### src/rtl/bm_sym_decoder_pkg.sv
// Shared definitions for the complement-coded symbol decoder: default geometry
// and FSM state encoding.
package bm_sym_decoder_pkg;

  localparam int DEF_BITS       = 2;
  localparam int DEF_SYMS       = 4;
  localparam int DEF_FIFO_DEPTH = 4;

  typedef enum logic {
    ST_ASSEMBLE = 1'b0,
    ST_PARITY   = 1'b1
  } state_t;

endpackage

### src/rtl/bm_sym_fifo.sv
// Word FIFO for the symbol decoder: synchronous push/pop, async active-low reset,
// occupancy level and combinational head (zero when empty).
module bm_sym_fifo #(
  parameter int W     = 8,
  parameter int DEPTH = 4,
  parameter int LW    = $clog2(DEPTH) + 1
) (
  input  logic          clock,
  input  logic          reset_n,
  input  logic          push,
  input  logic          pop,
  input  logic [W-1:0]  din,
  output logic [W-1:0]  head,
  output logic [LW-1:0] level
);

  localparam int AW = $clog2(DEPTH);

  logic [W-1:0]  mem_r [DEPTH];
  logic [AW-1:0] wr_ptr_r;
  logic [AW-1:0] rd_ptr_r;
  logic [LW-1:0] level_r;

  // Storage, pointers (wrapping modulo DEPTH) and occupancy.
  always_ff @(posedge clock or negedge reset_n) begin
    if (!reset_n) begin
      for (int i = 0; i < DEPTH; i++) begin
        mem_r[i] <= {W{1'b0}};
      end
      wr_ptr_r <= {AW{1'b0}};
      rd_ptr_r <= {AW{1'b0}};
      level_r  <= {LW{1'b0}};
    end else begin
      if (push) begin
        mem_r[wr_ptr_r] <= din;
        wr_ptr_r        <= wr_ptr_r + AW'(1);
      end
      if (pop) begin
        rd_ptr_r <= rd_ptr_r + AW'(1);
      end
      case ({push, pop})
        2'b10:   level_r <= level_r + LW'(1);
        2'b01:   level_r <= level_r - LW'(1);
        default: level_r <= level_r;
      endcase
    end
  end

  assign head  = (level_r == {LW{1'b0}}) ? {W{1'b0}} : mem_r[rd_ptr_r];
  assign level = level_r;

endmodule

### src/rtl/bm_sym_decoder.sv
// Complement-coded symbol decoder: packs SYMS decoded symbols LSB-first into a
// word and queues it in a FIFO. Optional trailing parity symbol: BM_SYM_PARITY_EN.
module bm_sym_decoder
  import bm_sym_decoder_pkg::*;
#(
  parameter int BITS       = DEF_BITS,
  parameter int SYMS       = DEF_SYMS,
  parameter int FIFO_DEPTH = DEF_FIFO_DEPTH
) (
  input  logic                          clock,
  input  logic                          reset_n,
  input  logic [BITS-1:0]               sym_in,
  input  logic                          sym_valid,
  output logic                          sym_ready,
  output logic [BITS*SYMS-1:0]          word_out,
  output logic                          word_valid,
  input  logic                          word_ready,
  output logic [$clog2(FIFO_DEPTH):0]   fifo_level,
  output logic                          err_parity
);

  localparam int W  = BITS * SYMS;
  localparam int IW = (SYMS > 1) ? $clog2(SYMS) : 1;
  localparam int LW = $clog2(FIFO_DEPTH) + 1;

  state_t          state_r, state_nxt_s;
  logic [IW-1:0]   idx_r, idx_nxt_s;
  logic [W-1:0]    asm_r, asm_nxt_s;
  logic            err_r, err_nxt_s;
  logic            push_s, pop_s, accept_s;
  logic [W-1:0]    push_data_s;
  logic [W-1:0]    head_s;
  logic [LW-1:0]   level_s;
  logic [BITS-1:0] dec_s;

  assign dec_s     = ~sym_in;
  assign sym_ready = (level_s != LW'(FIFO_DEPTH));
  assign accept_s  = sym_valid & sym_ready;
  assign pop_s     = word_valid & word_ready;

`ifdef BM_SYM_PARITY_EN
  logic [BITS-1:0] parity_s;

  // Expected parity symbol: XOR of all assembled data symbols.
  always_comb begin
    parity_s = {BITS{1'b0}};
    for (int k = 0; k < SYMS; k++) begin
      parity_s = parity_s ^ asm_r[k*BITS +: BITS];
    end
  end
`endif

  // Next-state, index/assembly update and FIFO push decision.
  always_comb begin
    state_nxt_s = state_r;
    idx_nxt_s   = idx_r;
    asm_nxt_s   = asm_r;
    err_nxt_s   = 1'b0;
    push_s      = 1'b0;
    push_data_s = asm_r;
    case (state_r)
      ST_ASSEMBLE: begin
        if (accept_s) begin
          asm_nxt_s[idx_r*BITS +: BITS] = dec_s;
          if (idx_r == IW'(SYMS - 1)) begin
            idx_nxt_s = {IW{1'b0}};
`ifdef BM_SYM_PARITY_EN
            state_nxt_s = ST_PARITY;
`else
            push_s      = 1'b1;
            push_data_s = {dec_s, asm_r[W-BITS-1:0]};
`endif
          end else begin
            idx_nxt_s = idx_r + IW'(1);
          end
        end else begin
          idx_nxt_s = idx_r;
        end
      end
      ST_PARITY: begin
`ifdef BM_SYM_PARITY_EN
        if (accept_s) begin
          push_s      = 1'b1;
          err_nxt_s   = (parity_s != dec_s);
          state_nxt_s = ST_ASSEMBLE;
        end else begin
          state_nxt_s = ST_PARITY;
        end
`else
        state_nxt_s = ST_ASSEMBLE;
`endif
      end
      default: state_nxt_s = ST_ASSEMBLE;
    endcase
  end

  // FSM, symbol index, assembly and parity-error registers.
  always_ff @(posedge clock or negedge reset_n) begin
    if (!reset_n) begin
      state_r <= ST_ASSEMBLE;
      idx_r   <= {IW{1'b0}};
      asm_r   <= {W{1'b0}};
      err_r   <= 1'b0;
    end else begin
      state_r <= state_nxt_s;
      idx_r   <= idx_nxt_s;
      asm_r   <= asm_nxt_s;
      err_r   <= err_nxt_s;
    end
  end

  bm_sym_fifo #(
    .W     (W),
    .DEPTH (FIFO_DEPTH),
    .LW    (LW)
  ) u_fifo (
    .clock   (clock),
    .reset_n (reset_n),
    .push    (push_s),
    .pop     (pop_s),
    .din     (push_data_s),
    .head    (head_s),
    .level   (level_s)
  );

  assign word_out   = head_s;
  assign word_valid = (level_s != {LW{1'b0}});
  assign fifo_level = level_s;
  assign err_parity = err_r;

endmodule

### config.mk
export PLATFORM = sky130hd
export DESIGN_NAME = bm_sym_decoder
export DESIGN_NICKNAME = d
export VERILOG_FILES = /design/src/rtl/bm_sym_decoder_pkg.sv /design/src/rtl/bm_sym_fifo.sv /design/src/rtl/bm_sym_decoder.sv
export SDC_FILE = /design/constraint.sdc
export NUM_CORES = 1
export LEC_CHECK = 0
export ABC_AREA = 1
export BUFFER_PORTS_ARGS = -buffer_cell sky130_fd_sc_hd__buf_2
export CORE_ASPECT_RATIO = 1.75
export CORE_MARGIN = 3
export CORE_UTILIZATION = 40
export DETAILED_ROUTE_END_ITERATION = 12
export PLACE_DENSITY = 0.69
export SETUP_SLACK_MARGIN = 0.05
export SYNTH_ARGS = -nofsm -noshare
export SYNTH_HDL_FRONTEND = slang
export SYNTH_SLANG_ARGS = --single-unit
export TNS_END_PERCENT = 1
### constraint.sdc
create_clock -name clock -period 1.9 [get_ports clock]
set_clock_uncertainty 0.05 [all_clocks]
set_input_delay 0.19 -clock clock [delete_from_list [all_inputs] [get_ports clock]]
set_output_delay 0.19 -clock clock [all_outputs]
set_load 0.02 [all_outputs]
# --- Yosys cells after proc, flatten, opt, wreduce, memory -nomap -nowiden ---
# Index checks and enable logic that the tools add are counted.
classes:
  reduce_logical: 4
  bitwise_logic: 5
  eq_ne: 4
  add_sub_neg: 6
  shifts: 2
  order_cmp: 3
  muxes: 14
ops:
  columns: ["op", "n"]
  rows:
  - ["$mux 8", 6]
  - ["$neg 3->34", 1]
  - ["$shift 2x34->8 const A", 1]
  - ["$shiftx 2x34->8", 1]
  - ["$bwmux 32", 1]
  - ["$bmux 8 s2", 1]
  - ["$demux 8 s2", 1]
  - ["$bwmux 8", 1]
  - ["$add 2x1->2 const B", 3]
  - ["$ge 3x3->1 const B", 2]
  - ["$not 2->3", 2]
  - ["$pmux 3 s2", 1]
  - ["$eq 2x2->1 const B", 2]
  - ["$add 3x1->3 const B", 1]
  - ["$logic_not 3->1", 1]
  - ["$lt 3x1->1 const B", 1]
  - ["$ne 3x3->1 const B", 1]
  - ["$reduce_bool 3->1", 1]
  - ["$sub 3x1->3 const B", 1]
  - ["$and 1x1->1", 2]
  - ["$eq 2x1->1 const B", 1]
  - ["$mux 1", 2]
  - ["$mux 2", 1]
  - ["$not 2->2", 1]
  - ["other kinds (2)", 2]
totals:
  reg_bits: 49
  output_inout_bits: 14
  inputBits: 6
  word_cells: 47

# --- Logic depth before layout (Yosys ltp) ---
logic_depth:
  depth_word: 6
  mapped_depth: 11
  mapped_depth_nobuf: 11

# --- Modules after synthesis ---
# Synthesis repeated with hierarchy kept, for this count alone.
unflattened:
  hier_cells: 315
  hier_area_um2: 2631.3
modules_own_cells:
  columns: ["mod", "area_each_um2", "n_inst", "cells_per_inst", "seq_area_each_um2"]
  rows:
  - ["bm_sym_fifo", 2009.4, 1, 245, 975.9]
  - ["bm_sym_decoder", 621.8, 1, 70, 250.2]

# --- Worst setup path before layout ---
# Ideal clock, no wire load.
synth_path:
  path_kind: "reg-to-reg"
  startpoint: "register u_fifo.level_r[2] (netlist: u_fifo.level[2])"
  endpoint: "register u_fifo.level_r[2] (netlist: u_fifo.level[2])"
  setup_slack_ps: -164
  required_ps: 1771
  t_arrival_ps: 1935
  stages_incl_launch_ff: 12
  synth_period_minus_slack_ps: 2064
  setup_ps: 79
  path_buffers: 0
  cell_sequence: "dfrtp_1 > inv_1 > nand2_1 > nand2_1 > inv_1 > ha_1 > inv_1 > fa_1 > nor2_1 > nor2_1 > nand2_1 > xor2_1"
synth_between:
  word_cells_on_any_way: 11
  classes_between: "add/sub (2); eq/ne (3); mux (2); bitwise (2); reduce/logical (2)"
synth_rtl:
  columns: ["item", "line", "text"]
  rows:
  - ["start: declaration", "bm_sym_fifo.sv:22", "logic [LW-1:0] level_r;"]
  - ["start signal: assignment", "bm_sym_fifo.sv:32", "level_r <= {LW{1'b0}};"]
  - ["start signal: assignment", "bm_sym_fifo.sv:42", "2'b10: level_r <= level_r + LW'(1);"]
  - ["start signal: assignment", "bm_sym_fifo.sv:43", "2'b01: level_r <= level_r - LW'(1);"]
  - ["$reduce_bool 3->1 *", "bm_sym_decoder.sv:127", "assign word_valid = (level_s != {LW{1'b0}});"]
  - ["named net word_valid", "bm_sym_decoder.sv:16", "output logic word_valid,"]
  - ["$and 1x1->1 *", "bm_sym_decoder.sv:39", "assign pop_s = word_valid & word_ready;"]
  - ["named net pop_s", "bm_sym_decoder.sv:30", "logic push_s, pop_s, accept_s;"]
  - ["$eq 2x1->1 or $eq 2x2->1 (tied branches)", "bm_sym_fifo.sv:41", "case ({push, pop})"]
  - ["$pmux 3 s2 or $reduce_bool 2->1 (tied branches)", null, null]
# The timed path passes the listed nets; every way through them passes the cells marked *.
# A chain may end at the register's enable or synchronous reset.

# --- Final worst setup path ---
layout_path:
  startpoint: "register u_fifo.level_r[0] (netlist: u_fifo.level[0])"
  endpoint: "register u_fifo.level_r[2] (netlist: u_fifo.level[2])"
layout_between:
  elab_chain_len: 5
  word_cells_on_any_way: 11
  classes_between: "add/sub (2); eq/ne (3); mux (2); bitwise (2); reduce/logical (2)"
layout_lines:
  columns: ["item", "line", "text"]
  rows:
  - ["$ne 3x3->1", "bm_sym_decoder.sv:37", "assign sym_ready = (level_s != LW'(FIFO_DEPTH));"]
  - ["$and 1x1->1", "bm_sym_decoder.sv:38", "assign accept_s = sym_valid & sym_ready;"]
  - ["$mux 1", "bm_sym_decoder.sv:63", "if (accept_s) begin"]
  - ["$eq 2x1->1 or $eq 2x2->1 (tied branches)", "bm_sym_fifo.sv:41", null]
  - ["$pmux 3 s2 or $reduce_bool 2->1 (tied branches)", null, null]
# Parallel ways exist; a longest one is shown, timed or not.

==> run metrics <==
status=completed; fill count=616; Die Area=~7700 sq um; Mapped Nets=~330; Initial Utilization=between 40% and 50%; # diodes=0; Worst Hold Class=input pin to flip-flop; Final Max Slew Viols=0; CP cell instances=nor2_4, buf_12, nand2_8, nand3_4, ha_4, inv_2, fa_2, nor2_2, nor2_1, nand2_1, xor2_1; 1st-pass router iterations=4; Crit-path slowest cell=dfrtp_2; clock latency on the worst-skew pair=0.31 ns; Final Routed Wirelength=approximately 5300 microns; global route total overflow=0; Design Area, Final=roughly 3000 sq um; leakage power=0.00144 uW; Hold Path Stages=4; Final Hold Viols=0; reg2reg start=u_fifo.level[0]; RSZ-0062 raised after global routing=yes; Worst-path clk slew=~0.090 ns; Worst IR Drop VDD=approximately 0.8 mV; # H-tree levels=2; power per standard cell area=~1700 nW/um^2; Yosys cell types=26; Async S/R FF share, synth=100%; P&R area growth vs syn=14.2%; core region area=6320 sq um; most frequent cell after synthesis=nand2_1; uppermost routed layer=met4; worst-path maximum fanout=3; vias post-DR=around 2,000; Post-Syn Instances=312; average wire per standard cell=approximately 13 microns; reg2reg end=u_fifo.level[2]; post-synth top area share=46.4%; met3 WL=roughly 120 microns; routed vias/inst=between 4 and 5; Max-cap violations=0; DRC=0; Largest delay share family, worst path=adder cells; Mapped Area=roughly 2600 sq um; vias in the first global route=between 2,000 and 2,500; Die X=between 60 and 70 microns; antenna violations before repair=0; max incr delay on CP=0.44 ns; CP startpoint=u_fifo.level[0]; final net count=~360; Global Route Usage Sum=between 15 and 20%; met2 WL=around 3000 microns; Routability Congestion=just under 0.8; first-pass GRT wire length=~9500 microns; FMAX=~560 MHz; Syn. warnings=0; maximum clock insertion buffer count=2; DIE HEIGHT=~110 microns; I/O pin count=20; crit path buf inv count=2; TritonCTS buffer count=5; # setup viols final=0; root buffer cell=clkbuf_8; post-synthesis sequential area ratio=roughly 46%; clk sinks=49; WP depth=11; synth top area cells=dfrtp_1, nand2_1, nor2_1; #FFs+latches synth=49; most common library cells after synthesis=nand2_1, dfrtp_1, nor2_1; antenna viol nets, final=0; CTS tree=yes; Final TNS setup=0 ns; crit path DAT=1.98 ns; kind of critical path=flip-flop to flip-flop; Syn Area/Cell=between 8 and 9 sq um; Synth Flop Type=dfrtp_1; IO Port Bufs=18; 1st-iter DRT viols=86; cell area after placement=about 2800 sq um; worst reg2reg setup slack=between 0.1 and 0.15 ns; worst r2r path cells=11; Tmin final=approximately 1.8 ns; Critical Path Source Type=flip-flop; largest net degree at the start of global routing=24; Crit path required time=about 2.1 ns; Critical Path Sink=u_fifo.level[2]; Worst Setup End Kind=flip-flop; Tcrit/Tclk final=around 95%; share of cells above drive strength 1=between 20% and 30%; M1 wire length=about 2200 microns; area leader, netlist=dfrtp_1; DP HPWL=around 4000 microns; EDFF count, synth=0; Row Count=38
## per-stage QoR
stage          std cells  setup slack (ns)  total power (uW)  util, %  hold slack (ns)
4_1_cts              418            0.0568              5040     47.1            0.115
6_report             421             0.104              5090     47.7            0.134
3_3_place_gp         408             0.108              4150     44.8           0.0119
5_1_grt              421          -0.00672              5570     47.7            0.152
3_5_place_dp         408            0.0337              4210     44.8           0.0105
2_1_floorplan        312           -0.0132              3560        -           -0.156
## timing repair
action,CTS,global route
gates resized for setup,0,11
pin swaps,1,5
setup endpoints to repair,1,10
hold endpoints to repair,26,0
hold buffers,1,0
buffers inserted,1,3
## sequential cells by signal, indices dropped and copies added, names as in the netlist
| signal | flops |
|---|---|
| idx_r | 2 |
| asm_r | 8 |
| u_fifo.wr_ptr_r | 2 |
| u_fifo.rd_ptr_r | 2 |
| u_fifo.level | 3 |
| u_fifo.mem_r | 32 |
## per-layer routing
| layer | global-route usage [%] | vias to the layer above |
|---|---|---|
| li1 | - | 1033 |
| met1 | 18.8 | 926 |
| met2 | 28.8 | 22 |
| met3 | 2.96 | 8 |
| met4 | 6.64 | 0 |
| met5 | 0 | - |
## cells in the final DEF (no fill, tap or decap), types with 5 or more instances in the layout
cell / count
o21ai_1: 20
nor2_1: 44
o21ai_2: 10
o21ai_0: 22
inv_1: 28
a21oi_1: 8
clkbuf_8: 5
nand2_1: 81
ha_1: 9
buf_2: 16
buf_4: 13
dfrtp_1: 45
## worst min path at each step
stage | start | endpoint | slack (ns)
2_1_floorplan | reset_n | asm_r[0] | -0.16
3_3_place_gp | reset_n | u_fifo.mem_r[0] | 0.01
3_5_place_dp | reset_n | u_fifo.mem_r[0] | 0.01
4_1_cts | sym_in[0] | asm_r[0] | 0.11
5_1_grt | sym_in[0] | asm_r[0] | 0.15
6_report | sym_in[0] | asm_r[0] | 0.13
## report_power, final
group / switching, uW / internal [uW]
logic: 1620 / 980
registers: 262 / 1470
clock network: 357 / 394
total: 2240 / 2850
## area by class of cell
cell class / instances / area [sq um] / share of cell area (%)
sequential: 49 / 1230 / 40.8
multi-input combinational: 221 / 1220 / 40.5
timing repair buffer: 32 / 228 / 7.54
inverter: 31 / 121 / 4.02
tap: 80 / 100 / 3.32
clock buffer: 5 / 68.8 / 2.28
clock inverter: 3 / 46.3 / 1.53
## tightest hold or removal path, delay by kind of cell
kind	cells	cell delay, ns
simple gates	2	0.10
compound gates	1	0.06
buf+inv	1	0.09
## logic make-up (layout without fill, tap and decap cells)
group                      Yosys count  in the layout  share of synthesized area (%)
and+or+nand+nor                    146            146                           25.9
AOI/OAI and AO/OA                   60             60                           12.8
DFF                                 49             49                           46.4
buffers and inverters               42             71                           8.28
adders and majority gates           11             11                           5.49
xor gates and xnor gates             3              3                          0.994
other                                1              1                          0.142
(Power assumes the default switching activity.)
